File: src/rtl/param_sort_engine.sv
// param_sort_engine: odd-even transposition sorter for one NUM-element vector.
// A vector is captured in IDLE, sorted in place one phase per clock in SORT,
// and presented in DONE until the consumer takes it.
// Optional build macro SORT_EARLY_EXIT_EN: leaves SORT as soon as one even and
// one odd phase in a row made no swaps (never later than NUM phases).
module param_sort_engine #(
  parameter int DATA_W = 8,
  parameter int NUM    = 6
) (
  input  logic                  clk,
  input  logic                  reset,
  input  logic                  in_valid,
  output logic                  in_ready,
  input  logic [NUM*DATA_W-1:0] in_data,
  input  logic                  descend,
  output logic                  out_valid,
  input  logic                  out_ready,
  output logic [NUM*DATA_W-1:0] out_data,
  output logic                  busy
);

  localparam int CNT_W = $clog2(NUM + 1);

  typedef enum logic [1:0] {
    IDLE = 2'd0,
    SORT = 2'd1,
    DONE = 2'd2
  } state_t;

  state_t            state;
  state_t            state_nxt;
  logic [CNT_W-1:0]  phase;
  logic              desc_q;
  logic [DATA_W-1:0] elem     [NUM];
  logic [DATA_W-1:0] elem_nxt [NUM];
  logic              accept;
  logic              last_phase;
  logic              sort_step;

`ifdef SORT_EARLY_EXIT_EN
  logic              any_swap;
  logic              prev_quiet;
  logic              settled;
`endif

  // Unsigned order test for one adjacent pair; equal values never swap.
  function automatic logic need_swap(input logic [DATA_W-1:0] a,
                                     input logic [DATA_W-1:0] b,
                                     input logic              desc);
    return desc ? (a < b) : (a > b);
  endfunction

  assign accept = (state == IDLE) && in_valid;

`ifdef SORT_EARLY_EXIT_EN
  assign last_phase = (phase == CNT_W'(NUM)) || settled;
`else
  assign last_phase = (phase == CNT_W'(NUM));
`endif

  // A phase is applied only while SORT still has work; the exit cycle is idle.
  assign sort_step = (state == SORT) && !last_phase;

  // State register.
  always_ff @(posedge clk) begin
    if (!reset) begin
      state <= IDLE;
    end else begin
      state <= state_nxt;
    end
  end

  // Next-state decode.
  always_comb begin
    state_nxt = state;
    case (state)
      IDLE:    if (in_valid)   state_nxt = SORT;
      SORT:    if (last_phase) state_nxt = DONE;
      DONE:    if (out_ready)  state_nxt = IDLE;
      default: state_nxt = IDLE;
    endcase
  end

  // Handshake and status outputs decoded from the state.
  always_comb begin
    in_ready  = (state == IDLE);
    busy      = (state == SORT);
    out_valid = (state == DONE);
  end

  // One compare-exchange phase: pairs start at index 0 on even phases, 1 on odd.
  always_comb begin
`ifdef SORT_EARLY_EXIT_EN
    any_swap = 1'b0;
`endif
    for (int i = 0; i < NUM; i++) begin
      elem_nxt[i] = elem[i];
    end
    for (int i = 0; i < NUM - 1; i++) begin
      if ((i % 2) == int'(phase[0])) begin
        if (need_swap(elem[i], elem[i+1], desc_q)) begin
          elem_nxt[i]   = elem[i+1];
          elem_nxt[i+1] = elem[i];
`ifdef SORT_EARLY_EXIT_EN
          any_swap      = 1'b1;
`endif
        end
      end
    end
  end

  // Element array: load on accept, update once per sorting phase, hold otherwise.
  always_ff @(posedge clk) begin
    if (!reset) begin
      for (int i = 0; i < NUM; i++) begin
        elem[i] <= '0;
      end
    end else if (accept) begin
      for (int i = 0; i < NUM; i++) begin
        elem[i] <= in_data[i*DATA_W +: DATA_W];
      end
    end else if (sort_step) begin
      for (int i = 0; i < NUM; i++) begin
        elem[i] <= elem_nxt[i];
      end
    end
  end

  // Phase counter and the sort order latched for the vector in flight.
  always_ff @(posedge clk) begin
    if (!reset) begin
      phase  <= '0;
      desc_q <= 1'b0;
    end else if (accept) begin
      phase  <= '0;
      desc_q <= descend;
    end else if (sort_step) begin
      phase  <= phase + CNT_W'(1);
    end
  end

`ifdef SORT_EARLY_EXIT_EN
  // Swap detection: settled after two consecutive swap-free phases.
  always_ff @(posedge clk) begin
    if (!reset) begin
      prev_quiet <= 1'b0;
      settled    <= 1'b0;
    end else if (accept) begin
      prev_quiet <= 1'b0;
      settled    <= 1'b0;
    end else if (sort_step) begin
      prev_quiet <= !any_swap;
      settled    <= !any_swap && prev_quiet;
    end
  end
`endif

  // Output vector always mirrors the element array.
  always_comb begin
    out_data = '0;
    for (int i = 0; i < NUM; i++) begin
      out_data[i*DATA_W +: DATA_W] = elem[i];
    end
  end

endmodule

File: config.mk
export PLATFORM = sky130hd
export DESIGN_NAME = param_sort_engine
export DESIGN_NICKNAME = d
export VERILOG_FILES = /design/src/rtl/param_sort_engine.sv
export SDC_FILE = /design/constraint.sdc
export NUM_CORES = 1
export LEC_CHECK = 0
export BUFFER_PORTS_ARGS = -buffer_cell sky130_fd_sc_hd__buf_2
export CAP_MARGIN = 15
export CORE_MARGIN = 2
export CORE_UTILIZATION = 45
export DETAILED_ROUTE_END_ITERATION = 10
export PLACE_DENSITY = 0.7
export SYNTH_ARGS = -nofsm -noshare
export SYNTH_HDL_FRONTEND = slang
export SYNTH_SLANG_ARGS = --single-unit
File: constraint.sdc
create_clock -name clk -period 3.72 [get_ports clk]
set_clock_uncertainty 0.15 [all_clocks]
set_input_delay 0.372 -clock clk [delete_from_list [all_inputs] [get_ports clk]]
set_output_delay 0.372 -clock clk [all_outputs]
set_load 0.02 [all_outputs]
==> impl_metrics.csv <==
group,metric,value,unit
status,outcome,"completed",
setup_path,start_kind,"flop",
yosys,seq_area_frac_synth,39.4,%
setup_path,crit_slowest_cell,"o21ai_1",
setup_path,max_stage_delay,540,ps
route,first_iter_violations,142,
power,power.density,480,nW/um^2
placed_design,gp_congestion,0.791,
global_routing,grt_pass1_vias,3627,
route,post_drt_wl_per_cell,18.1,um
power,switchingPower,0.000936,W
cells_and_area,nNetsFinal,584,
yosys,netlist_instances,386,
min_path,min_from,"descend",
global_routing,grt_pass1_wl,17.7,mm
setup_path,r2r_slack,610,ps
setup_path,r2r_cells,8,
route,wl,10.8,mm
clocking,insertion_delay,320,ps
sta,fmax,322,MHz
yosys,syn-cell-area,3960,um^2
yosys,yosysWarnings,0,
power,p_sw_share,41.8,%
global_routing,grt_antenna_before_repair,0,
placed_design,dp_hpwl,8.30,mm
yosys,syn_avg_cell_area,10.3,um^2
sta,finalSetupTns,0,ps
clocking,post-cts-setup-buffers,0,
setup_path,cp_top_family,"compound AO/OA/AOI/OAI gates",
clocking,ctsHoldBuffers,0,
setup_path,rr_endpoint,"elem[0][36]$_SDFFCE_PN0P_",
power,clkPwrFrac,15.1,%
sta,maxSlewViolCount,0,
power,ir_drop,206,uV
placed_design,port_buffers,103,
yosys,synth_cell_types,56,
placed_design,place_inst,590,
floorplan,core-area,8640,um^2
setup_path,crit-reg2reg-launch,"elem[0][33]$_SDFFCE_PN0P_",
min_path,holdPathStages,3,
floorplan,die_area,9560,um^2
cells_and_area,area_delta_synth_final,17.8,%
clocking,path_clk_slew,100,ps
route,first_pass_iters,4,
route,route.antenna.remaining_nets,0,
sta,tightest_slew,829,ps
clocking,htreeDepth,2,
sta,fin_crit,3110,ps
yosys,ys_ff_latch,54,
sta,slew_headroom,44.7,%
cells_and_area,multi_input_area,2160,um^2
setup_path,crit_fanout,8,
cells_and_area,final_cells,598,
cells_and_area,final_core_util,54.0,%
yosys,syn_nets,481,
floorplan,die_w,97.8,um
yosys,synthArstFlopShare,0,%
yosys,synth_top_area_share,36.4,%
clocking,cts_made_buffers,5,
yosys,synth_commonest_cells,"48 x edfxtp_1, 44 x inv_1, 42 x ha_1",
yosys,yosys.cell_count.top_type,"edfxtp_1",
route,vias_per_cell,5.82,
min_path,min_path_type,"primary input to flop",
cells_and_area,regArea,1560,um^2
setup_path,cp-end-kind,"flop",
cells_and_area,layout-drive-gt1-share,27.6,%
global_routing,grt_max_degree,51,
yosys,synth_edf_count,48,
floorplan,die_h,97.8,um
floorplan,start_util,45.8,%
min_path,hold_path_end,"desc_q$_SDFFE_PN0P_",
sta,finalCritPeriodShare,83.6,%
power,total_power,0.00224,W
cells_and_area,stdcell_area,4660,um^2
floorplan,row_count,34,
setup_path,crit_chain,"ha_1 > nor2b_1 > o211ai_1 > a21oi_2 > a2111oi_2 > mux2_4 > o21ai_1 > o221ai_1",
clocking,cts_resized,0,
yosys,synth_ff_type,"edfxtp_1",
setup_path,crit_type,"flop to flop",
global_routing,track_usage,22.7,%
power,p_comb_share,44.3,%
sta,hold_viol,0,
clocking,cts_num_sinks,54,
sta,rsz0062_at_grt,"no",
setup_path,crit_buf_inv,0,
clocking,cts.path.max_buffers,2,
cells_and_area,num_antenna_cells,0,
global_routing,overflow,0,
sta,setup_viol_count_final,0,
power,internal-power,0.00130,W
yosys,yosysTopAreaCell,"edfxtp_1",
cells_and_area,fill_cells,806,
placed_design,dpl-instance-area,4580,um^2
power,seqPwrFrac,40.6,%
run,drv_cap,0,
setup_path,crit_required,3600,ps
clocking,cts_tree,"done",
route,drc_errors,0,
yosys,synth.area.top_cells,"edfxtp_1 36%, ha_1 13%, mux2i_1 6.1%",
floorplan,pin_count,104,
power,leakagePower,2.13,nW
route,route.vias.total,3478,
clocking,cts_root_buf,"clkbuf_8",
setup_path,cp.arrival,2990,ps
==> layout make-up <==
type	count	share of cell area, %
repair buffers	109	12.0
inverters	45	3.62
flip-flops and latches	54	33.5
multi-input cells	274	46.2
well taps	108	2.90
clock inverters	2	0.215
clock buffers	6	1.56
==> worst reg2reg max path: stages (launching register included) <==
cell	delay [ps]
edfxtp_1	470
ha_1	340
nor2b_1	140
o211ai_1	190
a21oi_2	80
a2111oi_2	330
mux2_4	350
o21ai_1	540
o221ai_1	240
==> power groups by stage <==
| stage | Combinational, W | Clock, W | Sequential, W |
|---|---|---|---|
| 6_report | 0.000992 | 0.000339 | 0.000909 |
| 5_1_grt | 0.00109 | 0.000359 | 0.000927 |
| 4_1_cts | 0.000996 | 0.000338 | 0.000908 |
| 3_5_place_dp | 0.000994 | 0 | 0.000922 |
| 3_3_place_gp | 0.000948 | 0 | 0.000919 |
| 2_1_floorplan | 0.000615 | 0 | 0.000990 |
==> through the flow <==
step                setup WS [ps]  hold slack (ps)
floorplan                     824              331
global placement              738              349
detailed placement            629              363
CTS                           615              112
global route                  425              140
finish                        611              123
==> layer usage <==
layer	global-route usage, %	share of wire [%]
met3	3.36	5.9
met2	39.9	51
met5	0	0
met4	5.77	1.4
met1	29.5	42
==> worst max-delay path by stage <==
| stage | cells past startpoint | from | end |
|---|---|---|---|
| final | 8 | elem[0][33]$_SDFFCE_PN0P_ | elem[0][36]$_SDFFCE_PN0P_ |
| after global routing | 8 | elem[0][33]$_SDFFCE_PN0P_ | elem[0][36]$_SDFFCE_PN0P_ |
| after CTS | 8 | elem[0][33]$_SDFFCE_PN0P_ | elem[0][33]$_SDFFCE_PN0P_ |
| after detailed placement | 8 | elem[0][33]$_SDFFCE_PN0P_ | elem[0][33]$_SDFFCE_PN0P_ |
| after global placement | 8 | elem[0][33]$_SDFFCE_PN0P_ | elem[0][34]$_SDFFCE_PN0P_ |
| after floorplan | 10 | elem[0][33]$_SDFFCE_PN0P_ | elem[0][38]$_SDFFCE_PN0P_ |
==> registers in the layout, summed over array words and instances (netlist names) <==
register / flops
state: 2
elem: 48
desc_q: 1
phase: 3
==> cells by family (layout without fill, tap and decap cells) <==
kind of cell               Yosys count  in the layout  synth area share, %
AOI/OAI and AO/OA                  137            137                 25.4
buffers and inverters               58            162                 6.10
muxes                               25             25                 6.45
xor gates and xnor gates             2              2                0.443
and+or+nand+nor                     68             68                 8.91
DFF                                 54             54                 39.4
adders and majority gates           42             42                 13.3
==> cells in the final DEF, fill, tap and decap left out, types with 10 or more instances in the layout <==
master,synthesis,layout
o21ai_1,31,31
nand2_1,24,24
ha_1,42,42
a21oi_1,23,23
buf_2,1,103
nand4_1,10,10
a22oi_1,16,16
edfxtp_1,48,48
inv_1,44,44
mux2i_1,24,24
Power figures use the tool's default switching activity.
